`src/rtl/utils_pkg.sv`:
```
// Shared ASCII constants, streamer state encoding and BCD sizing helper.
package utils_pkg;

    localparam logic [7:0] ASCII_ZERO  = 8'h30;
    localparam logic [7:0] ASCII_MINUS = 8'h2D;
    localparam logic [7:0] ASCII_LF    = 8'h0A;

    typedef enum logic [2:0] {
        IDLE,
        CONVERT,
        SKIP,
        SIGN,
        EMIT,
        TERM
    } state_t;

    // Decimal digits needed to hold any w-bit unsigned value.
    function automatic int num_bcd_digits(input int w);
        int bw;
        bw = w + (w - 4) / 3 + 1;
        return (bw + 3) / 4;
    endfunction

endpackage

```
`src/rtl/bcd_dabble_step.sv`:
```
// One double-dabble iteration: add-3 correction on every digit >= 5, then
// shift the whole digit vector left by one, pulling bit_in into the LSB.
module bcd_dabble_step #(
    parameter int ND = 11
) (
    input  logic [ND*4-1:0] digits_in,
    input  logic            bit_in,
    output logic [ND*4-1:0] digits_out
);

    // A corrected valid digit has bit 3 set exactly when it was >= 5, so the
    // carry into the next digit is the comparison itself.
    logic [ND-1:0] carry;

    for (genvar i = 0; i < ND; i++) begin : g_dig
        logic [3:0] d;
        logic [2:0] lo;

        assign d  = digits_in[i*4 +: 4];
        assign lo = (d >= 4'd5) ? d[2:0] + 3'd3 : d[2:0];
        assign carry[i] = (d >= 4'd5);

        if (i == 0) begin : g_lsd
            assign digits_out[i*4 +: 4] = {lo, bit_in};
        end else begin : g_upper
            assign digits_out[i*4 +: 4] = {lo, carry[i-1]};
        end
    end

    logic unused_top_carry;
    assign unused_top_carry = carry[ND-1];

endmodule

```
`src/rtl/bin2ascii_streamer.sv`:
```
// Streams a W-bit binary value as ASCII decimal (MSD first) plus a terminator.
// Define BIN2ASCII_SIGNED_EN to treat in_data as two's complement with a '-' prefix.
module bin2ascii_streamer
    import utils_pkg::*;
#(
    parameter int         W         = 32,
    parameter logic [7:0] TERM_CHAR = ASCII_LF
) (
    input  logic         clock,
    input  logic         reset,
    input  logic         in_valid,
    output logic         in_ready,
    input  logic [W-1:0] in_data,
    output logic         out_valid,
    input  logic         out_ready,
    output logic [7:0]   out_data,
    output logic         out_last,
    output logic         busy
);

    localparam int ND = num_bcd_digits(W);
    localparam int CW = $clog2(W + 1);
    localparam int DW = $clog2(ND + 1);

    state_t          state, state_nxt;
    logic [W-1:0]    bin, bin_nxt, mag;
    logic [ND*4-1:0] bcd, bcd_nxt, bcd_step, bcd_shl;
    logic [CW-1:0]   cnt, cnt_nxt;
    logic [DW-1:0]   dcnt, dcnt_nxt;
    logic            out_valid_nxt, out_last_nxt;
    logic [7:0]      out_data_nxt;
    logic [3:0]      top_digit, next_digit;

    assign top_digit  = bcd[ND*4-1 -: 4];
    assign next_digit = bcd[ND*4-5 -: 4];
    assign bcd_shl    = {bcd[ND*4-5:0], 4'd0};

    assign in_ready = (state == IDLE);
    assign busy     = (state != IDLE);

    bcd_dabble_step #(.ND(ND)) u_step (
        .digits_in  (bcd),
        .bit_in     (bin[W-1]),
        .digits_out (bcd_step)
    );

`ifdef BIN2ASCII_SIGNED_EN
    logic neg, neg_nxt;
    // Negation in W bits keeps the most-negative value correct as unsigned.
    assign mag = in_data[W-1] ? (~in_data + W'(1)) : in_data;
`else
    assign mag = in_data;
`endif

    always_comb begin
        state_nxt     = state;
        bin_nxt       = bin;
        bcd_nxt       = bcd;
        cnt_nxt       = cnt;
        dcnt_nxt      = dcnt;
        out_valid_nxt = out_valid;
        out_data_nxt  = out_data;
        out_last_nxt  = out_last;
`ifdef BIN2ASCII_SIGNED_EN
        neg_nxt       = neg;
`endif
        case (state)
            IDLE: begin
                if (in_valid) begin
                    state_nxt = CONVERT;
                    bin_nxt   = mag;
                    bcd_nxt   = '0;
                    cnt_nxt   = CW'(W);
                    dcnt_nxt  = DW'(ND);
`ifdef BIN2ASCII_SIGNED_EN
                    neg_nxt   = in_data[W-1];
`endif
                end
            end
            CONVERT: begin
                bcd_nxt = bcd_step;
                bin_nxt = {bin[W-2:0], 1'b0};
                cnt_nxt = cnt - CW'(1);
                if (cnt == CW'(1))
                    state_nxt = SKIP;
            end
            SKIP: begin
                if (top_digit == 4'd0 && dcnt > DW'(1)) begin
                    bcd_nxt  = bcd_shl;
                    dcnt_nxt = dcnt - DW'(1);
                end else begin
                    out_valid_nxt = 1'b1;
`ifdef BIN2ASCII_SIGNED_EN
                    if (neg) begin
                        state_nxt    = SIGN;
                        out_data_nxt = ASCII_MINUS;
                    end else begin
`else
                    begin
`endif
                        state_nxt    = EMIT;
                        out_data_nxt = ASCII_ZERO + {4'd0, top_digit};
                    end
                end
            end
`ifdef BIN2ASCII_SIGNED_EN
            SIGN: begin
                if (out_ready) begin
                    state_nxt    = EMIT;
                    out_data_nxt = ASCII_ZERO + {4'd0, top_digit};
                end
            end
`endif
            // out_valid is already high here, so out_ready alone is the handshake.
            EMIT: begin
                if (out_ready) begin
                    if (dcnt == DW'(1)) begin
                        state_nxt    = TERM;
                        out_data_nxt = TERM_CHAR;
                        out_last_nxt = 1'b1;
                    end else begin
                        bcd_nxt      = bcd_shl;
                        dcnt_nxt     = dcnt - DW'(1);
                        out_data_nxt = ASCII_ZERO + {4'd0, next_digit};
                    end
                end
            end
            TERM: begin
                if (out_ready) begin
                    state_nxt     = IDLE;
                    out_valid_nxt = 1'b0;
                    out_last_nxt  = 1'b0;
                    out_data_nxt  = '0;
                end
            end
            default: state_nxt = IDLE;
        endcase
    end

    always_ff @(posedge clock) begin
        if (reset) begin
            state     <= IDLE;
            bin       <= '0;
            bcd       <= '0;
            cnt       <= '0;
            dcnt      <= '0;
            out_valid <= 1'b0;
            out_data  <= '0;
            out_last  <= 1'b0;
`ifdef BIN2ASCII_SIGNED_EN
            neg       <= 1'b0;
`endif
        end else begin
            state     <= state_nxt;
            bin       <= bin_nxt;
            bcd       <= bcd_nxt;
            cnt       <= cnt_nxt;
            dcnt      <= dcnt_nxt;
            out_valid <= out_valid_nxt;
            out_data  <= out_data_nxt;
            out_last  <= out_last_nxt;
`ifdef BIN2ASCII_SIGNED_EN
            neg       <= neg_nxt;
`endif
        end
    end

endmodule

```
`config.mk`:
```
export PLATFORM = sky130hd
export DESIGN_NAME = bin2ascii_streamer
export DESIGN_NICKNAME = d
export VERILOG_FILES = /design/src/rtl/utils_pkg.sv /design/src/rtl/bcd_dabble_step.sv /design/src/rtl/bin2ascii_streamer.sv
export SDC_FILE = /design/constraint.sdc
export NUM_CORES = 1
export LEC_CHECK = 0
export BUFFER_PORTS_ARGS = -buffer_cell sky130_fd_sc_hd__buf_2
export CAP_MARGIN = 20
export CORE_ASPECT_RATIO = 0.6
export CORE_MARGIN = 3
export CORE_UTILIZATION = 59
export CTS_BUF_LIST = sky130_fd_sc_hd__clkbuf_16
export CTS_CLUSTER_SIZE = 25
export DETAILED_ROUTE_END_ITERATION = 8
export HOLD_SLACK_MARGIN = 0.05
export PLACE_DENSITY_LB_ADDON = 0.3
export SETUP_SLACK_MARGIN = 0.1
export SYNTH_ARGS = -nofsm -noshare
export SYNTH_HDL_FRONTEND = slang
export SYNTH_SLANG_ARGS = --single-unit
export TNS_END_PERCENT = 100
```
`constraint.sdc`:
```
create_clock -name clock -period 2.17 [get_ports clock]
set_clock_uncertainty 0.05 [all_clocks]
set_input_delay 0.217 -clock clock [delete_from_list [all_inputs] [get_ports clock]]
set_output_delay 0.217 -clock clock [all_outputs]
set_load 0.03 [all_outputs]
```
* After elaboration in Yosys (flattened, before gate mapping) *
Cells that the tools add are included.

storage, ports and cells
  register bits after elaboration = 99
  word-level logic and storage cells = 109

operators by class
  add/sub/neg operators = 15
  reductions and logical operators = 17
  equal/unequal tests = 14
  $lt $le $gt $ge = 12
  multiplexer cells = 43

operators by type and width
  cell                   number
  $mux W44               4
  $pmux W44 S4           1
  $pmux W32 S2           1
  $mux W3                17
  $ge A4 B3 Y1 const B   11
  $add A3 B2 Y3 const B  11
  $mux W32               1
  $mux W8                3
  $pmux W8 S3            1
  $mux W4                4
  $ne A2 B2 Y1 const B   8
  $pmux W3 S5            1
  $add A6 B4 Y7 const A  2
  $pmux W4 S3            1
  $pmux W6 S2            1
  $reduce_and A5 Y1      2
  $reduce_bool A3 Y1     3
  $reduce_and A4 Y1      2
  $mux W7                1
  $eq A3 B3 Y1 const B   2
  $eq A6 B1 Y1 const B   1
  $mux W6                1
  $reduce_and A6 Y1      1
  $reduce_bool A2 Y1     3
  other kinds (14)       18

* Longest topological paths before layout *
  depth in word-level cells = 4
  depth in mapped cells = 9
  depth with buffers taken out = 7

* Cells and area by module *
From an unflattened synthesis, not the netlist that was laid out.

unflattened totals
  cells, all modules = 626
  area, all modules = 5128.7 um^2

by module, submodules not included
  module              area an instance (um^2)  seq. area each (um^2)  times used  cells an instance
  bin2ascii_streamer  4189.0                   1921.8                 1           483
  bcd_dabble_step     939.7                    0.0                    1           143

* Worst setup path after synthesis *
No wires, ideal clock.

  kind = reg2reg
  start = register state[2]
  end = register cnt[1]
  clock period less this slack = 1876 ps
  setup time = 128 ps
  setup slack = 294 ps
  data required time = 1992 ps
  arrival time = 1699 ps
  stages on the path, launching flop included = 8
  path through = dfxtp_1 -> buf_4 -> or3_4 -> inv_1 -> nand2_1 -> buf_2 -> a31oi_1 -> nor2_1

between the ends
  word-level cells in the longest chain between the ends = 3
  elaborated cells on any way between the ends = 6

ends and longest elaborated chain
  item                                                                        line                       RTL
  from (decl)                                                                 bin2ascii_streamer.sv:25   state_t state, state_nxt;
  from (signal assigned)                                                      bin2ascii_streamer.sv:154  state <= state_nxt;
  $logic_not A3 Y1 *                                                          -
  named net in_ready                                                          bin2ascii_streamer.sv:12   output logic in_ready,
  $ne A2 B2 Y1 (no source line) / $reduce_bool A2 Y1 (equally long branches)  -
  $reduce_and A2 Y1 (no source line)                                          -
  to (signal assigned)                                                        bin2ascii_streamer.sv:157  cnt <= cnt_nxt;
  to (decl)                                                                   bin2ascii_streamer.sv:28   logic [CW-1:0] cnt, cnt_nxt;

Mark *: on every way through the listed nets, which the timed path passes. The rest lies on a longest branch.
A chain may end at the register's enable or synchronous reset.

* Final worst setup path *
  start = register dcnt[0]
  end = register bcd[4]

between the ends
  word-level cells in the longest chain between the ends = 4
  elaborated cells on any way between the ends = 6

ends and longest elaborated chain
  item                                  line                       RTL
  from (decl)                           bin2ascii_streamer.sv:29   logic [DW-1:0] dcnt, dcnt_nxt;
  from (signal assigned)                bin2ascii_streamer.sv:158  dcnt <= dcnt_nxt;
  $gt A4 B1 Y1                          bin2ascii_streamer.sv:88   if (top_digit == 4'd0 && dcnt > DW'(1)) begin
  $logic_and A1 B1 Y1                   bin2ascii_streamer.sv:88
  $ne A2 B2 Y1 (no source line)         -
  $reduce_and A5 Y1 (no source line) *  -
  to (signal assigned)                  bin2ascii_streamer.sv:156  bcd <= bcd_nxt;
  to (decl)                             bin2ascii_streamer.sv:27   logic [ND*4-1:0] bcd, bcd_nxt, bcd_step, bcd_shl;

Mark *: on every way between the ends. The rest lies on a longest branch, timed or not.

==> summary.md <==
| Metric | Value |
|---|---|
| Number of global-route vias before repair | 4203 |
| Peak supply drop | around 0.5 mV |
| Initial antenna violation count | 0 |
| Final Cycle Share | 0.8917 |
| Setup violators final | 0 |
| CP Capture Type | flop |
| Cell variety after synth | 55 |
| Met1 Resource Use GR | 0.3235 |
| TNS Setup | 0 ps |
| Hold Slack | 65.07 ps |
| Async set-or-reset flop fraction in the synthesized netlist | 0 |
| Clk slew on worst S/H paths | 60 ps |
| Total grt overflow | 0 |
| Mapped Cells | between 600 and 700 |
| Die width | ~130 um |
| Num CTS Buffers | 9 |
| Standard-cell rows | 25 |
| Top post-synthesis cells by count | dfxtp_1 (96), nand2_1 (77), a21oi_1 (63), nor2_1 (62), a22oi_1 (50) |
| Core outline area | around 0.0082 sq mm |
| Crit path kind | flop to flop |
| Top cell type by total area after synthesis | dfxtp_1 |
| P&R area growth vs syn | 11.13% |
| Final WL | about 12000 um |
| DR DRC count | 0 |
| Hold wc startpoint | in_data[0] |
| Detailed Place HPWL | 8177 um |
| Met2 Usage GRT | 0.3767 |
| Top cell type's share of synthesized area | 0.3669 |
| Met3 GRT Util | 0.06048 |
| Max-cap violations | 0 |
| Max Slew Vio Count | 0 |
| Reg2Reg Launch Point | dcnt[0]$_SDFFE_PP0P_ |
| Clk_lat worst skew | 340 ps |
| Overall via count from detail_route | around 4500 |
| Layout cells sized above 1 | 0.1842 |
| Nets@finish | 704 |
| Pwr/cell area | ~730 mW/mm^2 |
| Number of synthesized flops with an enable pin | 0 |
| Fmax | about 0.52 GHz |
| Final hold vios | 0 |
| Count leader, synth | dfxtp_1 |
| Yosys Warn Count | 0 |
| Grt peak-use layer | met2 |
| Routability-driven placement congestion ratio | 0.8515 |
| CTS H-Tree Depth | 3 |
| Fin crit period | approximately 1900 ps |
| Ant diodes | 0 |
| Hold Path Sink | bin[0]$_SDFFE_PP0P_ |
| Reg2reg end | bcd[4]$_SDFFE_PP0P_ |
| Worst Reg-to-Reg Cells | 8 |
| Largest net degree at the start of global routing | between 40 and 50 |
| Leakage | between 2 and 2.5 nW |
| Drt pass-1 iters | 5 |
| Die area | roughly 0.010 sq mm |
| Placed cells | roughly 740 |
| Hold Crit Class | input pin to flop |
| Die height | between 70 and 80 um |
| CTS tree | done |
| DR WL/cell | ~16 um |
| Status | complete, no violations |
| Mapped Area | 0.005238 sq mm |
| Starting density of the core | 0.6367 |
| GRT Total Usage | 0.2380 |
| Hold path depth | 3 |
| First-pass GRT wire length | 19940 um |
| RSZ-0062 raised after global routing | false |
| Worst Path Max Fanout | 13 |
| CP Launch Type | flop |
| CP Data Required Time | 2390 ps |
| DRT iter0 DRCs | 441 |
| Fillers | between 600 and 700 |
| I/O Buffers | 45 |
| DR vias/cell | approximately 6 |
| Clock buffer depth | 2 |
| Synth area leaders | dfxtp_1 (37%), a22oi_1 (7.2%), ha_1 (6.5%), a21oi_1 (6.0%), nand2_1 (5.5%) |
| Average cell area after synthesis | around 8.6 sq um |
| CTS root buf | clkbuf_16 |
| Post-Layout Cell Count | approximately 750 |
| ANT nets after route | 0 |
| WP data arrival | around 2200 ps |
| Top Ports | between 40 and 50 |
| Post-synthesis sequential area ratio | 0.3669 |
| Reg2reg setup slack | between 200 and 250 ps |
| Setup Buffers After CTS | 0 |
| Ys flop type | dfxtp_1 |
| Register bit total from synthesis | 96 |
| CTS sink cnt | 96 |
==> layer usage <==
| layer | vias up | routed length [um] |
|---|---|---|
| li1 | 2226 | - |
| met1 | 2122 | 5582 |
| met2 | 145 | 5347 |
| met3 | 15 | 783 |
| met4 | 0 | 127 |
| met5 | - | 0 |
==> state kept, by name, summed over array words and instances (netlist names) <==
register	flops
bcd	44
bin	32
cnt	6
dcnt	4
out_data	5
out_last	1
out_valid	1
state	3
==> timing repair <==
action	in CTS	in global routing
endpoints found under the hold margin	0	0
setup endpoints to repair	0	19
hold buffers	0	0
gates resized for setup	0	2
==> layout by cell type, fill, tap and decap left out, types with 2 or more instances in the layout <==
cell / n
a211oi_1: 4
a211oi_2: 20
a21o_1: 8
a21oi_1: 63
a221oi_1: 2
a22oi_1: 50
a311oi_1: 4
a311oi_2: 7
a31oi_1: 3
buf_12: 3
buf_2: 45
buf_4: 16
clkbuf_16: 9
clkinv_2: 3
conb_1: 2
dfxtp_1: 96
ha_1: 27
inv_1: 31
mux2i_1: 14
nand2_1: 77
nand2b_1: 18
nand3_1: 4
nor2_1: 62
nor3_1: 9
o21ai_0: 4
o2bb2ai_1: 20
or2_1: 2
xnor2_1: 11
xor2_1: 2
==> metrics by stage <==
step / area, sq um / setup slack [ps] / total power, mW / utilization
floorplan: 5241 / 293.8 / 2.633 / -
finish: 5821 / 235.0 / 4.261 / 0.7075
global route: 5821 / 72.59 / 4.477 / 0.7075
CTS: 5809 / 190.1 / 4.281 / 0.7062
global placement: 5545 / 293.5 / 2.797 / 0.6741
detailed placement: 5545 / 211.0 / 2.844 / 0.6741
==> cell families (layout without fill, tap and decap cells) <==
family	after synthesis	in the layout	share of synthesized area
AOI/OAI and AO/OA	198	198	0.2929
and+or+nand+nor	186	186	0.1589
DFF	96	96	0.3669
buffers and inverters	77	110	0.06761
adders and majority gates	27	27	0.06450
muxes	14	14	0.02676
xor gates and xnor gates	13	13	0.02174
other	1	2	0.0007160
==> power by group <==
part	internal [mW]	switching (mW)
logic	0.342	0.495
registers	1.88	0.109
clock network	0.766	0.669
==> how the worst max path moves through the flow <==
| stage | start | end | cells after the start |
|---|---|---|---|
| finish | dcnt[0]$_SDFFE_PP0P_ | bcd[4]$_SDFFE_PP0P_ | 8 |
| global placement | dcnt[1]$_SDFFE_PP0P_ | dcnt[3]$_SDFFE_PP0P_ | 7 |
| floorplan | state[2]$_SDFFE_PP0P_ | cnt[1]$_SDFFE_PP0P_ | 7 |
| global route | dcnt[0]$_SDFFE_PP0P_ | out_data[3]$_SDFFE_PP0P_ | 8 |
| CTS | dcnt[1]$_SDFFE_PP0P_ | bcd[4]$_SDFFE_PP0P_ | 8 |
| detailed placement | dcnt[1]$_SDFFE_PP0P_ | bcd[4]$_SDFFE_PP0P_ | 8 |
==> worst max-delay path, stage by stage, from the launching register on <==
cell and delay [ps]:
dfxtp_1 390, inv_1 60, ha_1 220, nor2_1 190, o311a_1 230, o211a_4 220, buf_4 220, nor2_1 80
a211oi_2 200
==> area by class of cell <==
| type | count | area (sq um) | area share |
|---|---|---|---|
| multi-input cells | 440 | 2982 | 0.5123 |
| flip-flops and latches | 96 | 1922 | 0.3302 |
| repair buffers | 64 | 405.4 | 0.06965 |
| clock buffers | 9 | 225.2 | 0.03869 |
| well taps | 108 | 135.1 | 0.02322 |
| inverters | 30 | 112.6 | 0.01935 |
| clock inverters | 7 | 38.79 | 0.006664 |
Power figures use the tool's default switching activity.
